File: src/rtl/param_fifo.sv
// Parameterised synchronous FIFO with show-ahead output.
// Ring buffer of DEPTH entries (any DEPTH >= 2) addressed by explicitly
// wrapping head/tail pointers. A registered occupancy count drives all
// status flags. Overflow and underflow flags are sticky until reset or
// flush. Storage is never reset, and its contents are masked from dataOut
// while the FIFO is empty.
module param_fifo #(
  parameter int WIDTH    = 4,
  parameter int DEPTH    = 16,
  parameter int AF_LEVEL = DEPTH - 2,
  parameter int AE_LEVEL = 2,
  localparam int CW      = $clog2(DEPTH + 1)
) (
  input  logic             clock,
  input  logic             resetN,
  input  logic             flush,
  input  logic [WIDTH-1:0] dataIn,
  input  logic             push,
  input  logic             pop,
  output logic [WIDTH-1:0] dataOut,
  output logic             full,
  output logic             empty,
  output logic             almostFull,
  output logic             almostEmpty,
  output logic [CW-1:0]    count,
  output logic             overflow,
  output logic             underflow
);

  // Pointer width covers indices 0..DEPTH-1.
  localparam int PW = $clog2(DEPTH);

  localparam logic [PW-1:0] LAST_IDX = PW'(DEPTH - 1);
  localparam logic [CW-1:0] DEPTH_C  = CW'(DEPTH);
  localparam logic [CW-1:0] AF_C     = CW'(AF_LEVEL);
  localparam logic [CW-1:0] AE_C     = CW'(AE_LEVEL);

  logic [WIDTH-1:0] mem [DEPTH];

  logic [PW-1:0] head_reg, head_next;
  logic [PW-1:0] tail_reg, tail_next;
  logic [CW-1:0] count_reg, count_next;
  logic          overflow_reg, underflow_reg;

  logic do_push, do_pop;

  // Status flags are pure decodes of the registered count.
  assign full        = (count_reg == DEPTH_C);
  assign empty       = (count_reg == '0);
  assign almostFull  = (count_reg >= AF_C);
  assign almostEmpty = (count_reg <= AE_C);
  assign count       = count_reg;
  assign overflow    = overflow_reg;
  assign underflow   = underflow_reg;

  // A push while full is still accepted when a pop frees the slot in the
  // same cycle. A pop is accepted only when something is queued, so
  // push+pop on an empty FIFO degenerates to a plain push.
  assign do_push = push & (~full | pop);
  assign do_pop  = pop & ~empty;

  // Show-ahead read: the head entry is visible combinationally. Storage is
  // masked to zero when empty, so stale data never leaks out.
  assign dataOut = empty ? '0 : mem[tail_reg];

  // Next-state pointers and count; pointers wrap explicitly at DEPTH-1,
  // because DEPTH need not be a power of two.
  always_comb begin
    head_next  = head_reg;
    tail_next  = tail_reg;
    count_next = count_reg;
    if (do_push) begin
      head_next = (head_reg == LAST_IDX) ? '0 : head_reg + PW'(1);
    end
    if (do_pop) begin
      tail_next = (tail_reg == LAST_IDX) ? '0 : tail_reg + PW'(1);
    end
    case ({do_push, do_pop})
      2'b10:   count_next = count_reg + CW'(1);
      2'b01:   count_next = count_reg - CW'(1);
      default: count_next = count_reg;
    endcase
  end

  // Control state: asynchronous clear on reset, and synchronous clear on
  // flush (flush takes priority over push and pop).
  always_ff @(posedge clock or negedge resetN) begin
    if (!resetN) begin
      head_reg      <= '0;
      tail_reg      <= '0;
      count_reg     <= '0;
      overflow_reg  <= 1'b0;
      underflow_reg <= 1'b0;
    end else if (flush) begin
      head_reg      <= '0;
      tail_reg      <= '0;
      count_reg     <= '0;
      overflow_reg  <= 1'b0;
      underflow_reg <= 1'b0;
    end else begin
      head_reg  <= head_next;
      tail_reg  <= tail_next;
      count_reg <= count_next;
      if (push & full & ~pop) begin
        overflow_reg <= 1'b1;
      end
      if (pop & empty) begin
        underflow_reg <= 1'b1;
      end
    end
  end

  // Storage write; contents are intentionally never reset.
  always_ff @(posedge clock) begin
    if (do_push && !flush) begin
      mem[head_reg] <= dataIn;
    end
  end

endmodule

File: config.mk
export PLATFORM = sky130hd
export DESIGN_NAME = param_fifo
export DESIGN_NICKNAME = d
export VERILOG_FILES = /design/src/rtl/param_fifo.sv
export SDC_FILE = /design/constraint.sdc
export NUM_CORES = 1
export LEC_CHECK = 0
export BUFFER_PORTS_ARGS = -buffer_cell sky130_fd_sc_hd__buf_2
export CAP_MARGIN = 20
export CORE_MARGIN = 3
export CORE_UTILIZATION = 54
export DETAILED_ROUTE_END_ITERATION = 6
export GPL_TIMING_DRIVEN = 0
export PLACE_DENSITY = 0.75
export SYNTH_ARGS = -nofsm -noshare
export SYNTH_HDL_FRONTEND = slang
export SYNTH_SLANG_ARGS = --single-unit
File: constraint.sdc
create_clock -name clock -period 2.5 [get_ports clock]
set_input_delay 0.375 -clock clock [delete_from_list [all_inputs] [get_ports clock]]
set_output_delay 0.375 -clock clock [all_outputs]
set_load 0.02 [all_outputs]
Word-level counts from Yosys, hierarchy flattened
Memories as Yosys holds them, arrays and structs flattened.
Index checks and enable logic that the tools add are counted.
{"block": "word_totals", "ramBits": 64, "memories": 1, "elab_cells": 49, "out_inout_bits": 15, "regBits": 15}
{"memory": "mem", "depth": 16, "width": 4, "read_ports": 1, "rd_ports_with_merged_regs": 0, "wr": 1, "line": "38", "text": "logic [WIDTH-1:0] mem [DEPTH];"}
{"block": "op_classes", "add_sub_neg": 4, "magnitude_cmp": 2, "n_eq_ne": 5, "bitwise": 9, "reduce_logical": 8, "muxes": 15}
{"operator": "2-to-1 mux 4 bit", "count": 7}
{"operator": "one-hot mux 5 bit (2 select lines)", "count": 1}
{"operator": "adder 4 x 1 -> 4 bit, second input constant", "count": 2}
{"operator": "equality test 4 bit, second input constant", "count": 2}
{"operator": "nonzero test 2 bit", "count": 4}
{"operator": "2-to-1 mux 1 bit", "count": 6}
{"operator": "adder 5 x 1 -> 5 bit, second input constant", "count": 1}
{"operator": "bitwise AND 1 bit", "count": 5}
{"operator": "equality test 5 bit, second input constant", "count": 1}
{"operator": "greater-or-equal comparator 5 x 4 -> 1 bit, second input constant", "count": 1}
{"operator": "less-or-equal comparator 5 x 2 -> 1 bit, second input constant", "count": 1}
{"operator": "zero test 5 bit", "count": 1}
{"operator": "2-to-1 mux 5 bit", "count": 1}
{"operator": "subtractor 5 x 1 -> 5 bit, second input constant", "count": 1}
{"operator": "NOT 1 bit", "count": 3}
{"operator": "nonzero test 3 bit", "count": 1}
{"operator": "equality test 2 x 1 -> 1 bit, second input constant", "count": 1}
{"operator": "equality test 2 bit, second input constant", "count": 1}
{"operator": "logical AND 1 bit", "count": 1}
{"operator": "zero test 1 bit", "count": 1}
{"operator": "bitwise OR 1 bit", "count": 1}

Depth between registers and ports, before layout
{"block": "depth", "ltp_word": 7, "depth_mapped": 10, "mapped_depth_nobuf": 9}

Worst setup path before layout
OpenSTA, ideal clock, no wires.
{"block": "synth_path", "path_type": "reg-to-reg", "from": "register count_reg[4] (netlist: count[4])", "to": "register count_reg[4] (netlist: count[4])", "arrival_ps": 2434, "setup_time_ps": 69, "required_time_ps": 2431, "path_slack_ps": -3, "path_buffers": 0, "stages_incl_launch_ff": 10, "path_cell_list": "dfrtp_1 or4_1 nand2_1 o21ai_0 ha_1 or3_1 a21oi_1 mux2i_1 or4_1 nand3_1"}
{"block": "synth_between", "elab_chain_len": 7}
{"item": "start, declared", "line": "42", "text": "logic [CW-1:0] count_reg, count_next;"}
{"item": "start signal, assigned", "line": "103", "text": "count_reg <= count_next;"}
{"item": "equality test 5 bit", "line": "48", "text": "assign full = (count_reg == DEPTH_C);"}
{"item": "NOT 1 bit", "line": "59", "text": "assign do_push = push & (~full | pop);"}
{"item": "bitwise OR 1 bit", "line": "59"}
{"item": "bitwise AND 1 bit", "line": "59"}
{"item": "equality test 2 x 1 -> 1 bit / equality test 2 bit (equally long branches)", "line": "78", "text": "case ({do_push, do_pop})"}
{"item": "one-hot mux 5 bit (2 select lines)", "line": "78"}
{"item": "2-to-1 mux 5 bit", "line": "94", "text": "end else if (flush) begin"}
Several ways; a longest one is shown, not always the timed one.
A chain may end at the register's enable or synchronous reset.

Final worst setup path
{"block": "layout_path", "from": "register count_reg[2] (netlist: count[2])", "to": "register count_reg[4] (netlist: count[4])"}
Same word-level chain as after synthesis.

==> results by stage <==
Worst setup path:
- The largest single stage delay on the critical path is 0.52 ns.
- Along the worst path, the maximum fanout reaches 6.
- The nature of the critical path endpoint is a flop.
- In this design, the critical path's most frequently occurring cell is sky130_fd_sc_hd__or4_4.
- The type of the worst setup path is flop to flop.
- Setup slack on the worst reg-to-reg path comes out at -0.1 ns.
- The critical path goes through buf_6, or4_4, nand2_2, o21ai_2, ha_2, or3_4, a21oi_2, mux2i_1, or4_4, nand3_2.
- STA classifies the critical path startpoint as a flop.
- The data arrival time of the critical path is 2.87 ns.
- The slowest stage cell on the critical path is sky130_fd_sc_hd__or4_4.
- The critical path data required time is 2.78 ns.

Synthesis:
- The net count after synthesis is 257.
- The async set-reset flop share out of synthesis is 19.0%.
- The synthesized design contains 64 enable-type register cells.
- The part of the Yosys area used for sequential elements is 65.4%.
- During synthesis, Yosys emitted a total of 0 warnings.
- The total of flip-flops plus latches after synthesis is 79.
- The summed instance area of the synthesized netlist is 3510 um^2.
- Synthesis handed over a netlist of 241 instances.
- The primary flip-flop cell chosen by synthesis mapping is sky130_fd_sc_hd__edfxtp_1.
- The number of different library cells used by synthesis comes to 34.
- A synthesized cell averages 14.6 um^2.

Finish:
- The register with the most flip-flops in the layout has 64 of them.
- The final standard cell count with taps included and fillers excluded is 360.
- Relative to the synthesized area, the layout overhead comes to 16.6%.
- The commonest non-fill, non-tap cell in the layout is sky130_fd_sc_hd__edfxtp_1.
- The repair_antennas step left the layout with diodes totalling 0.
- Counting the fill cells in the layout gives 432.
- The total non-filler cell area in the finished layout is 4100 um^2.
- The number of nets in the finished design is 296.
- Cells with a size suffix above 1 make up 30.2% of the layout.
- In the layout the commonest cells are 64 x sky130_fd_sc_hd__edfxtp_1, 27 x sky130_fd_sc_hd__nor2_1, 20 x sky130_fd_sc_hd__buf_2, 18 x sky130_fd_sc_hd__nand2_1, 16 x sky130_fd_sc_hd__mux4_2.

Die:
- The die is 86.6 um wide.
- The number of rows created at floorplan is 28.
- The number of primary I/O pins is 24.
- Measured along the y axis, the die boundary spans 86.6 um.
- Once the floorplan was initialized, standard cells occupied 57.6% of the core.
- The core region area is 6100 um^2.
- The die covers 7510 um^2.

Clock tree:
- The clock-pin slew on the worst setup and hold paths is 0.08 ns.
- The number of buffers inserted during clock tree synthesis is 9.
- The deepest level of the CTS H-tree is 3.
- The buffer cell driving the clock tree root is sky130_fd_sc_hd__clkbuf_8.
- The longest clock path from root to sink contains 2 buffers.
- The TritonCTS clock tree is done.
- The clock insertion delay at the later pin of the skew report is 0.34 ns.
- CTS saw 79 sinks.

STA:
- The relative slew slack is 47.8%.
- Derived from the worst setup path, the maximum achievable clock frequency is 0.385 GHz.
- Setup violations remaining at the end of the flow were counted as 1.
- The count of endpoints failing hold in the final timing report is 0.
- The final sum of negative setup slack is -0.0952 ns.
- The max-slew violation total from the final report is 0.
- The clock period minus worst slack is 2.60 ns.
- Of the available clock period, the critical path in the final layout requires 104%.
- Setup repair after global routing could not meet its margin everywhere.
- At the pin with the least slew margin, the transition time is 0.783 ns.
- The final worst slack is -0.0952 ns.
- For the final database, setup skew stands at 0.00988 ns.

Place:
- The post-placement cell area is 3710 um^2.
- The quantity of I/O buffers inserted on ports is 20.
- Routability-driven placement finished with a final weighted congestion of 0.844.
- In this run, placement finished with an instance count of 336.
- The HPWL reported at the end of detailed placement is 4390 um.

Global routing:
- The number of antenna violations at the first check in global routing was 0.
- The total global routing track utilization is 20.4%.
- Summed over all layers, the global routing overflow is 0.
- The pin count of the biggest net entering global routing is 17.
- The wire length of the first global-routing pass is 11300 um.
- The number of global-route vias before repair is 2242.

Job:
- The max capacitance violation total is 0.

Pwr:
- In this run the power density over the cells is 964 nW/um^2.
- The share of power burned in combinational logic is 34.8%.
- The share of total power in sequential cells is 39.4%.
- The internal power summed over all cells is 2.68 mW.
- The power share of the clock group is 25.8%.
- The cell leakage power is 1.46 nW.
- Summed over all nets, the switching power comes to 1.27 mW.
- The maximum ir drop on the vdd rail is 704 uV.
- In this run switching power makes up 32.2% of total power.

Routing:
- In the final routed layout, each cell accounts on average for 19.2 um.
- Using the TritonRoute via totals, the vias-per-cell ratio works out to 5.85.
- Once detail routing completed, the nets flagged for antenna violations numbered 0.
- In the routed design, unresolved DRC markers number 0.
- The final layout contains routed wiring with a total length of 6910 um.
- The pre-antenna-repair detailed-routing pass consisted of 4 iterations.
- The total number of vias is 2106.
- The starting DRC count in detailed routing is 146.

Outcome:
- The final reports fail on setup timing.
- The flow ran to the end, but the final reports show violations.

Hold path:
- In this run the worst hold path is classified as input pin to flop.
final timing paths:
check,from,end,depth (start not counted)
max,count[2]$_DFFE_PN0P_,count[4]$_DFFE_PN0P_,10
min,dataIn[2],mem[8][2]$_DFFE_PP_,1
max reg2reg,count[2]$_DFFE_PN0P_,count[4]$_DFFE_PN0P_,10
min reg2reg,underflow$_DFFE_PN0P_,underflow$_DFFE_PN0P_,2
max in group asynchronous,resetN,count[0]$_DFFE_PN0P_,2
min in group asynchronous,resetN,count[1]$_DFFE_PN0P_,2
layer usage:
layer	global-route usage, %	up-vias	routed length, um
met1	27.3	1055	2960
met3	3.71	11	292
li1	-	988	-
met4	7.79	0	117
met2	33.4	52	3540
met5	0	-	0
critical path: cells and delay by family (launching register included):
family	cells	cell delay (ns)
and+or+nand+nor	5	1.46
DFF	1	0.42
adders and majority gates	1	0.22
AOI/OAI and AO/OA	2	0.20
buffers and inverters	1	0.14
muxes	1	0.10
per-stage QoR:
stage                     worst slack, ns  power, mW  hold slack, ns  util [%]
final                             -0.0952       3.95           0.419      67.2
after global routing               -0.172       4.15           0.420      67.2
after CTS                        0.000554       3.79           0.413      65.4
after detailed placement           -0.108       2.68           0.320      60.8
after global placement            -0.0532       2.66           0.309      60.8
after floorplan                    0.0197       2.38          0.0794         -
cells by family (layout without fill, tap and decap cells):
| group | Yosys count | in the layout | synth area share, % |
|---|---|---|---|
| XOR/XNOR | 6 | 6 | 1.50 |
| buffers and inverters | 19 | 63 | 2.10 |
| AO/OA/AOI/OAI | 27 | 27 | 4.88 |
| AND/OR/NAND/NOR | 76 | 76 | 10.2 |
| flip-flops | 79 | 79 | 65.4 |
| multiplexers | 27 | 27 | 13.4 |
| adder cells (fa/ha/maj) | 7 | 7 | 2.49 |
power groups by stage:
| stage | combinational, mW | clock (mW) | sequential, mW |
|---|---|---|---|
| 2_1_floorplan | 0.761 | 0 | 1.62 |
| 6_report | 1.37 | 1.02 | 1.55 |
| 5_1_grt | 1.49 | 1.10 | 1.56 |
| 3_3_place_gp | 1.08 | 0 | 1.58 |
| 4_1_cts | 1.22 | 1.03 | 1.54 |
| 3_5_place_dp | 1.10 | 0 | 1.58 |
what timing repair did:
action,CTS,global route
resized for setup,12,25
endpoints found under the hold margin,15,0
pin swaps,0,4
setup buffers,3,4
setup endpoints to repair,5,39
hold buffers,1,0
synth_stat cells (2+ instances only):
master | n | share of area (%)
sky130_fd_sc_hd__nor2_1 | 27 | 2.9
sky130_fd_sc_hd__o22ai_1 | 4 | 0.71
sky130_fd_sc_hd__nor3_1 | 5 | 0.71
sky130_fd_sc_hd__dfrtp_1 | 15 | 11
sky130_fd_sc_hd__ha_1 | 7 | 2.5
sky130_fd_sc_hd__nand3_1 | 5 | 0.71
sky130_fd_sc_hd__nor3b_1 | 3 | 0.64
sky130_fd_sc_hd__or4_1 | 4 | 0.86
sky130_fd_sc_hd__o21ai_0 | 5 | 0.71
sky130_fd_sc_hd__xnor2_1 | 3 | 0.75
sky130_fd_sc_hd__xor2_1 | 3 | 0.75
sky130_fd_sc_hd__buf_2 | 2 | 0.29
sky130_fd_sc_hd__a21oi_1 | 9 | 1.3
sky130_fd_sc_hd__nand2b_1 | 7 | 1.2
sky130_fd_sc_hd__mux2i_1 | 10 | 2.9
sky130_fd_sc_hd__edfxtp_1 | 64 | 55
sky130_fd_sc_hd__or3_1 | 2 | 0.36
sky130_fd_sc_hd__nand2_1 | 20 | 2.1
sky130_fd_sc_hd__inv_1 | 6 | 0.64
sky130_fd_sc_hd__o21ai_1 | 2 | 0.29
sky130_fd_sc_hd__mux4_2 | 16 | 10
sky130_fd_sc_hd__clkbuf_1 | 10 | 1.1
cell type report:
class                   count  area [um^2]  area share, %
clock inverters             5         81.3           1.99
flip-flops and latches     79         2300           56.2
multi-input cells         143         1220           29.9
repair buffers             28          163           3.97
clock buffers              11          131           3.21
inverters                   6         22.5          0.550
plain buffers              13         78.8           1.92
well taps                  75         93.8           2.29
Note: power is estimated with default switching activity, not from simulation.
